File: config.mk
export PLATFORM = sky130hd
export DESIGN_NAME = pe_array_feeder_flat
export DESIGN_NICKNAME = d
export VERILOG_FILES = /design/src/rtl/pe_array_feeder_if.sv /design/src/rtl/pe_array_feeder.sv /design/src/flat_wrapper.sv
export SDC_FILE = /design/constraint.sdc
export NUM_CORES = 1
export LEC_CHECK = 0
export CAP_MARGIN = 20
export CORE_UTILIZATION = 40
export DETAILED_ROUTE_END_ITERATION = 8
export PLACE_DENSITY = 0.66
export SETUP_SLACK_MARGIN = 0.02
export SYNTH_ARGS = -nofsm -noshare
export SYNTH_HDL_FRONTEND = slang
export SYNTH_SLANG_ARGS = --single-unit
File: constraint.sdc
create_clock -name clk -period 2.4 [get_ports clk]
set_input_delay 0.48 -clock clk [delete_from_list [all_inputs] [get_ports clk]]
set_output_delay 0.48 -clock clk [all_outputs]
set_load 0.03 [all_outputs]
File: src/rtl/pe_array_feeder_if.sv
// Slice-ingress bundle for the mesh feeder: block start/length plus the A/B k-slice handshake.
// The feeder is the slave. It consumes start/k_len/in_valid/a_vec/b_vec and returns in_ready.
// The source is the master.
interface pe_array_feeder_if #(
   parameter int W  = 8,
   parameter int T  = 4,
   parameter int KW = 9
);
   logic          start;
   logic [KW-1:0] k_len;
   logic          in_valid;
   logic          in_ready;
   logic [T*W-1:0] a_vec;
   logic [T*W-1:0] b_vec;

   modport master (output start, k_len, in_valid, a_vec, b_vec, input in_ready);
   modport slave  (input start, k_len, in_valid, a_vec, b_vec, output in_ready);
endinterface

File: src/rtl/pe_array_feeder.sv
// Systolic mesh ingress: turns accepted k-slices into skewed WEST/NORTH wavefronts and sequences clear/drain/done.
// Latency: lane i sees a beat accepted in cycle c at cycle c+1+i; clear/drain/done are registered one-cycle pulses.
// Backpressure: in_ready is high only while streaming; the mesh side has no backpressure and consumes every cycle.
module pe_array_feeder #(
   parameter int W      = 8,
   parameter int T      = 4,
   parameter int K_MAX  = 256,
   parameter int KW     = $clog2(K_MAX + 1),
   parameter int PE_LAT = 1
) (
   input  logic              clk,
   input  logic              rst_n,
   pe_array_feeder_if.slave  up,
   output logic [T*W-1:0]    a_in_row,
   output logic [T-1:0]      a_in_valid,
   output logic [T*W-1:0]    b_in_col,
   output logic [T-1:0]      b_in_valid,
   output logic              acc_clear_block,
   output logic              drain_pulse,
   output logic              busy,
   output logic              done
);

   typedef enum logic [2:0] {IDLE, CLEAR, STREAM, FLUSH, DRAIN, DONE} state_t;

   // Bubbles needed for the last beat to cross the skew and finish its MAC, then the serpentine drain length.
   localparam int FLUSH_LEN = T - 1 + PE_LAT;
   localparam int DRAIN_LEN = T * T;
   localparam int CW        = $clog2(FLUSH_LEN + DRAIN_LEN + 1);
   localparam logic [KW-1:0] K_CAP = KW'(K_MAX);

   state_t        state;
   logic [KW-1:0] k_eff;
   logic [KW-1:0] k_cnt;
   logic [CW-1:0] ph_cnt;
   logic          accept;

   assign up.in_ready = (state == STREAM);
   assign busy        = (state != IDLE);
   assign accept      = (state == STREAM) && up.in_valid;

   // Block sequencer: state, beat counter, phase timer and the registered control pulses.
   always_ff @(posedge clk or negedge rst_n) begin
      if (!rst_n) begin
         state           <= IDLE;
         k_eff           <= '0;
         k_cnt           <= '0;
         ph_cnt          <= '0;
         acc_clear_block <= 1'b0;
         drain_pulse     <= 1'b0;
         done            <= 1'b0;
      end else begin
         acc_clear_block <= 1'b0;
         drain_pulse     <= 1'b0;
         done            <= 1'b0;
         case (state)
            IDLE: begin
               // A zero-length block carries no work, so it never leaves IDLE.
               if (up.start && (up.k_len != '0)) begin
                  k_eff           <= (up.k_len > K_CAP) ? K_CAP : up.k_len;
                  k_cnt           <= '0;
                  acc_clear_block <= 1'b1;
                  state           <= CLEAR;
               end
            end
            CLEAR: state <= STREAM;
            STREAM: begin
               if (accept) begin
                  k_cnt <= k_cnt + KW'(1);
                  if (k_cnt == k_eff - KW'(1)) begin
                     ph_cnt <= CW'(FLUSH_LEN - 1);
                     state  <= FLUSH;
                  end
               end
            end
            FLUSH: begin
               if (ph_cnt == '0) begin
                  ph_cnt      <= CW'(DRAIN_LEN - 1);
                  drain_pulse <= 1'b1;
                  state       <= DRAIN;
               end else begin
                  ph_cnt <= ph_cnt - CW'(1);
               end
            end
            DRAIN: begin
               if (ph_cnt == '0) begin
                  done  <= 1'b1;
                  state <= DONE;
               end else begin
                  ph_cnt <= ph_cnt - CW'(1);
               end
            end
            DONE:    state <= IDLE;
            default: state <= IDLE;
         endcase
      end
   end

   for (genvar i = 0; i < T; i++) begin : g_lane
      logic [W-1:0] a_sr [0:i];
      logic [W-1:0] b_sr [0:i];
      logic [i:0]   av_sr;
      logic [i:0]   bv_sr;

      // Lane i delay line (stage 0 is the output register for lane 0); non-accept cycles shift in a zero bubble.
      always_ff @(posedge clk or negedge rst_n) begin
         if (!rst_n) begin
            for (int s = 0; s <= i; s++) begin
               a_sr[s] <= '0;
               b_sr[s] <= '0;
            end
            av_sr <= '0;
            bv_sr <= '0;
         end else begin
            a_sr[0]  <= accept ? up.a_vec[i*W +: W] : '0;
            b_sr[0]  <= accept ? up.b_vec[i*W +: W] : '0;
            av_sr[0] <= accept;
            bv_sr[0] <= accept;
            for (int s = 1; s <= i; s++) begin
               a_sr[s]  <= a_sr[s-1];
               b_sr[s]  <= b_sr[s-1];
               av_sr[s] <= av_sr[s-1];
               bv_sr[s] <= bv_sr[s-1];
            end
         end
      end

      assign a_in_row[i*W +: W] = a_sr[i];
      assign b_in_col[i*W +: W] = b_sr[i];
      assign a_in_valid[i]      = av_sr[i];
      assign b_in_valid[i]      = bv_sr[i];
   end

endmodule

File: src/flat_wrapper.sv
// flat-port wrapper written by rule: the top's interface ports become plain ports
module pe_array_feeder_flat 
#(
   parameter int W      = 8,
   parameter int T      = 4,
   parameter int K_MAX  = 256,
   parameter int KW     = $clog2(K_MAX + 1),
   parameter int PE_LAT = 1
)
  (clk, rst_n, a_in_row, a_in_valid, b_in_col, b_in_valid, acc_clear_block, drain_pulse, busy, done, up_start, up_k_len, up_in_valid, up_a_vec, up_b_vec, up_in_ready);
  pe_array_feeder_if #(.W(W), .T(T), .KW(KW)) up_i ();
  input  logic clk;
  input  logic rst_n;
  output logic [T*W-1:0] a_in_row;
  output logic [T-1:0] a_in_valid;
  output logic [T*W-1:0] b_in_col;
  output logic [T-1:0] b_in_valid;
  output logic acc_clear_block;
  output logic drain_pulse;
  output logic busy;
  output logic done;
  input wire logic [$bits(up_i.start)-1:0] up_start;
  input wire logic [$bits(up_i.k_len)-1:0] up_k_len;
  input wire logic [$bits(up_i.in_valid)-1:0] up_in_valid;
  input wire logic [$bits(up_i.a_vec)-1:0] up_a_vec;
  input wire logic [$bits(up_i.b_vec)-1:0] up_b_vec;
  output wire logic [$bits(up_i.in_ready)-1:0] up_in_ready;
  assign up_i.start = up_start;
  assign up_i.k_len = up_k_len;
  assign up_i.in_valid = up_in_valid;
  assign up_i.a_vec = up_a_vec;
  assign up_i.b_vec = up_b_vec;
  assign up_in_ready = up_i.in_ready;
  pe_array_feeder #(.W(W), .T(T), .K_MAX(K_MAX), .KW(KW), .PE_LAT(PE_LAT)) u_core (.clk(clk), .rst_n(rst_n), .up(up_i), .a_in_row(a_in_row), .a_in_valid(a_in_valid), .b_in_col(b_in_col), .b_in_valid(b_in_valid), .acc_clear_block(acc_clear_block), .drain_pulse(drain_pulse), .busy(busy), .done(done));
endmodule
==> run metrics <==
total via count in the routed design=3780; ys flop type=sky130_fd_sc_hd__dfrtp_1; minimum clock period after layout=about 2.2 ns; via count of the first global-routing pass=3640; final period utilization=0.911; H-tree levels=4; number of antenna cells inserted=0; worst path arrival time=2.49 ns; clock sink count=193; Yosys top cell by area=sky130_fd_sc_hd__dfrtp_1; count of final hold-check violations=0; worst endpoint required time=2.70 ns; register area=4830 um^2; Post-synth EDFFs=0; pin count of the biggest net entering global routing=83; critical path launch point type=flip-flop; starting density of the core=0.415; total clock buffers created by CTS=17; width of the die=~130 um; longest individual stage delay on the worst path=0.44 ns; top-level port count=154; setup slack of the worst register-to-register path=approximately 0.21 ns; Pins Over Slew Limit=0; compound-cell area share of the yosys netlist=0.0370; Worst path top cell family by delay=compound AO/OA/AOI/OAI gates; average wire per cell in the routed design=14.5 um; yosys warns=0; Max Cap Violations=0; XOR/XNOR Fraction of Synth Area=0.0210; area of the mapped netlist=6660 um^2; DPL Wire Length=between 8000 and 9000 um; largest family of logic cells by synthesized area=simple AND/OR/NAND/NOR gates; cell with the most instances after synthesis=sky130_fd_sc_hd__dfrtp_1; power per cell area=1130 nW/um^2; highest fanout seen on the critical path=9; ratio of cells with drive above 1 in the final layout=0.0926; fraction of the mapped netlist area in adder cells=0.00564; Worst slew margin=0.574; sequential fraction of the synthesis area=0.725; number of rows in the core area=between 40 and 50; CTS tree=yes; share of the synthesized area in the top cell type=0.725; number of DRC markers after the initial detailed-route iteration=200; initial antenna violation count=0; area of the multi-input gates=about 1300 um^2; insertion delay of the later-clocked pin in the worst-skew pair=0.43 ns; ys async rst share=1.00; global router's overall resource usage=0.146; Tot Pwr=0.00985 W; Min-Delay Path Class=reg2reg; ranking of synthesized cells by instance count=sky130_fd_sc_hd__dfrtp_1, sky130_fd_sc_hd__and3_1, sky130_fd_sc_hd__buf_4; layout overhead on the synthesized area=30.4%; clock edge transition at the registers on the reported setup and hold paths=roughly 0.070 ns; Filler Cell Count=1297; worst-path cell chain=inv_1 -> ha_1 -> o21ba_2 -> o311ai_1 -> o211ai_1 -> o21ai_1 -> nor2_2 -> o31a_1; number of failing setup endpoints in the final timing report=0; clock root cell=sky130_fd_sc_hd__clkbuf_16; Mean Syn Cell Area=13.8 um^2; cell count after synthesis=483; multiplexer share of the synthesized area=0; Leakage Power=4.18 nW; routed wire length=11900 um; Layout Cell Area excl Fill=between 8000 and 9000 um^2; element type at the critical path end=flip-flop; die height=~130 um; run status=complete, no violations; post-layout net count=672; Vias per Instance=4.60; flop and latch count out of synthesis=about 190; total grt overflow=0; first-pass iteration count of the detailed router=4; final setup skew=0.0106 ns; overall die area=17200 um^2; actual slew at the worst max-slew pin=0.634 ns; DRC errors left=0; post-route antenna net violation count=0; first-pass GRT wire length=18500 um; routability cong.=between 0.8 and 0.9; category of the most critical setup path=reg2reg; maximum VDD drop=roughly 0.85 mV; critical path's slowest cell=sky130_fd_sc_hd__dfrtp_1; Buf/Inv on CP=1; number of distinct library cells after synthesis=46; post-placement cell area=8080 um^2; fraction of the mapped netlist area in simple logic gates=0.136; area of the core=16100 um^2; main area contributors after synthesis=sky130_fd_sc_hd__dfrtp_1, sky130_fd_sc_hd__and3_1, sky130_fd_sc_hd__buf_4; worst-case clock buffer depth=2; unrepaired setup endpoints after global routing=no; quantity of I/O buffers inserted on ports=roughly 150; Synthesized Nets=563; Max Clock Freq=0.458 GHz
## worst register-to-register path: stages (launching register included)
cell	delay [ns]
sky130_fd_sc_hd__dfrtp_1	0.44
sky130_fd_sc_hd__inv_1	0.10
sky130_fd_sc_hd__ha_1	0.31
sky130_fd_sc_hd__o21ba_2	0.21
sky130_fd_sc_hd__o311ai_1	0.29
sky130_fd_sc_hd__o211ai_1	0.19
sky130_fd_sc_hd__o21ai_1	0.19
sky130_fd_sc_hd__nor2_2	0.08
sky130_fd_sc_hd__o31a_1	0.24
## metrics by stage
stage               setup WS (ns)  setup TNS (ns)  std cells  hold slack [ns]   util
floorplan                   0.392               0        483            0.184      -
global placement           0.0124               0        788            0.331  0.503
detailed placement         -0.117          -0.354        788            0.335  0.503
CTS                         0.206               0        821            0.344  0.541
global route               0.0247               0        821            0.348  0.541
finish                      0.215               0        821            0.342  0.541
## cell families after synthesis
logic type               Yosys count
flip-flops                       193
AND/OR/NAND/NOR                  158
buffers and inverters             80
AO/OA/AOI/OAI                     33
XOR/XNOR                          16
adder cells (fa/ha/maj)            3
## area by class of cell
cell class	instances	share of cell area
Multi-Input combinational cell	210	0.153
Inverter	8	0.00346
Tap cell	216	0.0311
Clock inverter	14	0.0184
Timing Repair Buffer	162	0.187
Sequential cell	193	0.556
Clock buffer	18	0.0506
## path summary, 6_finish.rpt
kind	start	end	depth (start not counted)
worst max-delay path	u_core.k_eff[0]	u_core.ph_cnt[0]	8
min in group asynchronous	rst_n	u_core.g_lane[3].b_sr[10]	2
worst min-delay path	u_core.g_lane[3].b_sr[29]	u_core.g_lane[3].b_sr[21]	0
max in group asynchronous	rst_n	u_core.b_in_col[14]	3
worst min register to register	u_core.g_lane[3].b_sr[29]	u_core.g_lane[3].b_sr[21]	0
worst max register to register	u_core.k_eff[0]	u_core.ph_cnt[0]	8
## cell usage in the layout (no fill, tap or decap), types with 6 or more instances in the layout
cell type and count:
sky130_fd_sc_hd__dfrtp_1 193, sky130_fd_sc_hd__clkdlybuf4s50_1 149, sky130_fd_sc_hd__and3_1 67, sky130_fd_sc_hd__nand2_1 27
sky130_fd_sc_hd__nor2_1 17, sky130_fd_sc_hd__clkbuf_16 17, sky130_fd_sc_hd__o21ai_0 8, sky130_fd_sc_hd__xnor2_1 8
sky130_fd_sc_hd__xor2_1 8, sky130_fd_sc_hd__nand3b_1 8, sky130_fd_sc_hd__buf_4 7, sky130_fd_sc_hd__inv_1 6
## flip-flops by register name, indices dropped and copies added (netlist names)
signal                  flops
u_core.ph_cnt               5
u_core.g_lane.a_sr         56
u_core.k_cnt                9
u_core.k_eff                9
u_core.acc_clear_block      1
u_core.state                3
u_core.done                 1
u_core.g_lane.b_sr         56
u_core.b_in_col            24
u_core.a_in_row            24
u_core.drain_pulse          1
u_core.g_lane.av_sr         4
## timing repair
action | 4_1_cts | 5_1_grt
setup endpoints to repair | 1 | 0
hold buffers | 1 | 0
hold endpoints to repair | 30 | 0
resized for setup | 1 | 0
buffers inserted | 0 | 0
## power by group
| part | total (W) | leakage, nW | internal [W] | switching [W] |
|---|---|---|---|---|
| sequential | 0.00436 | 2.53 | 0.00396 | 0.000402 |
| clock | 0.00280 | 0.293 | 0.00151 | 0.00129 |
| combinational | 0.00269 | 1.36 | 0.00116 | 0.00152 |
| total | 0.00985 | 4.18 | 0.00664 | 0.00321 |
## layer usage
layer / wire length (um) / global-route usage
met1: 5390 / 0.194
met2: 5550 / 0.219
met3: 693 / 0.0468
met4: 242 / 0.0676
met5: 0 / 0
No activity file was read; power rests on OpenSTA's default activity.
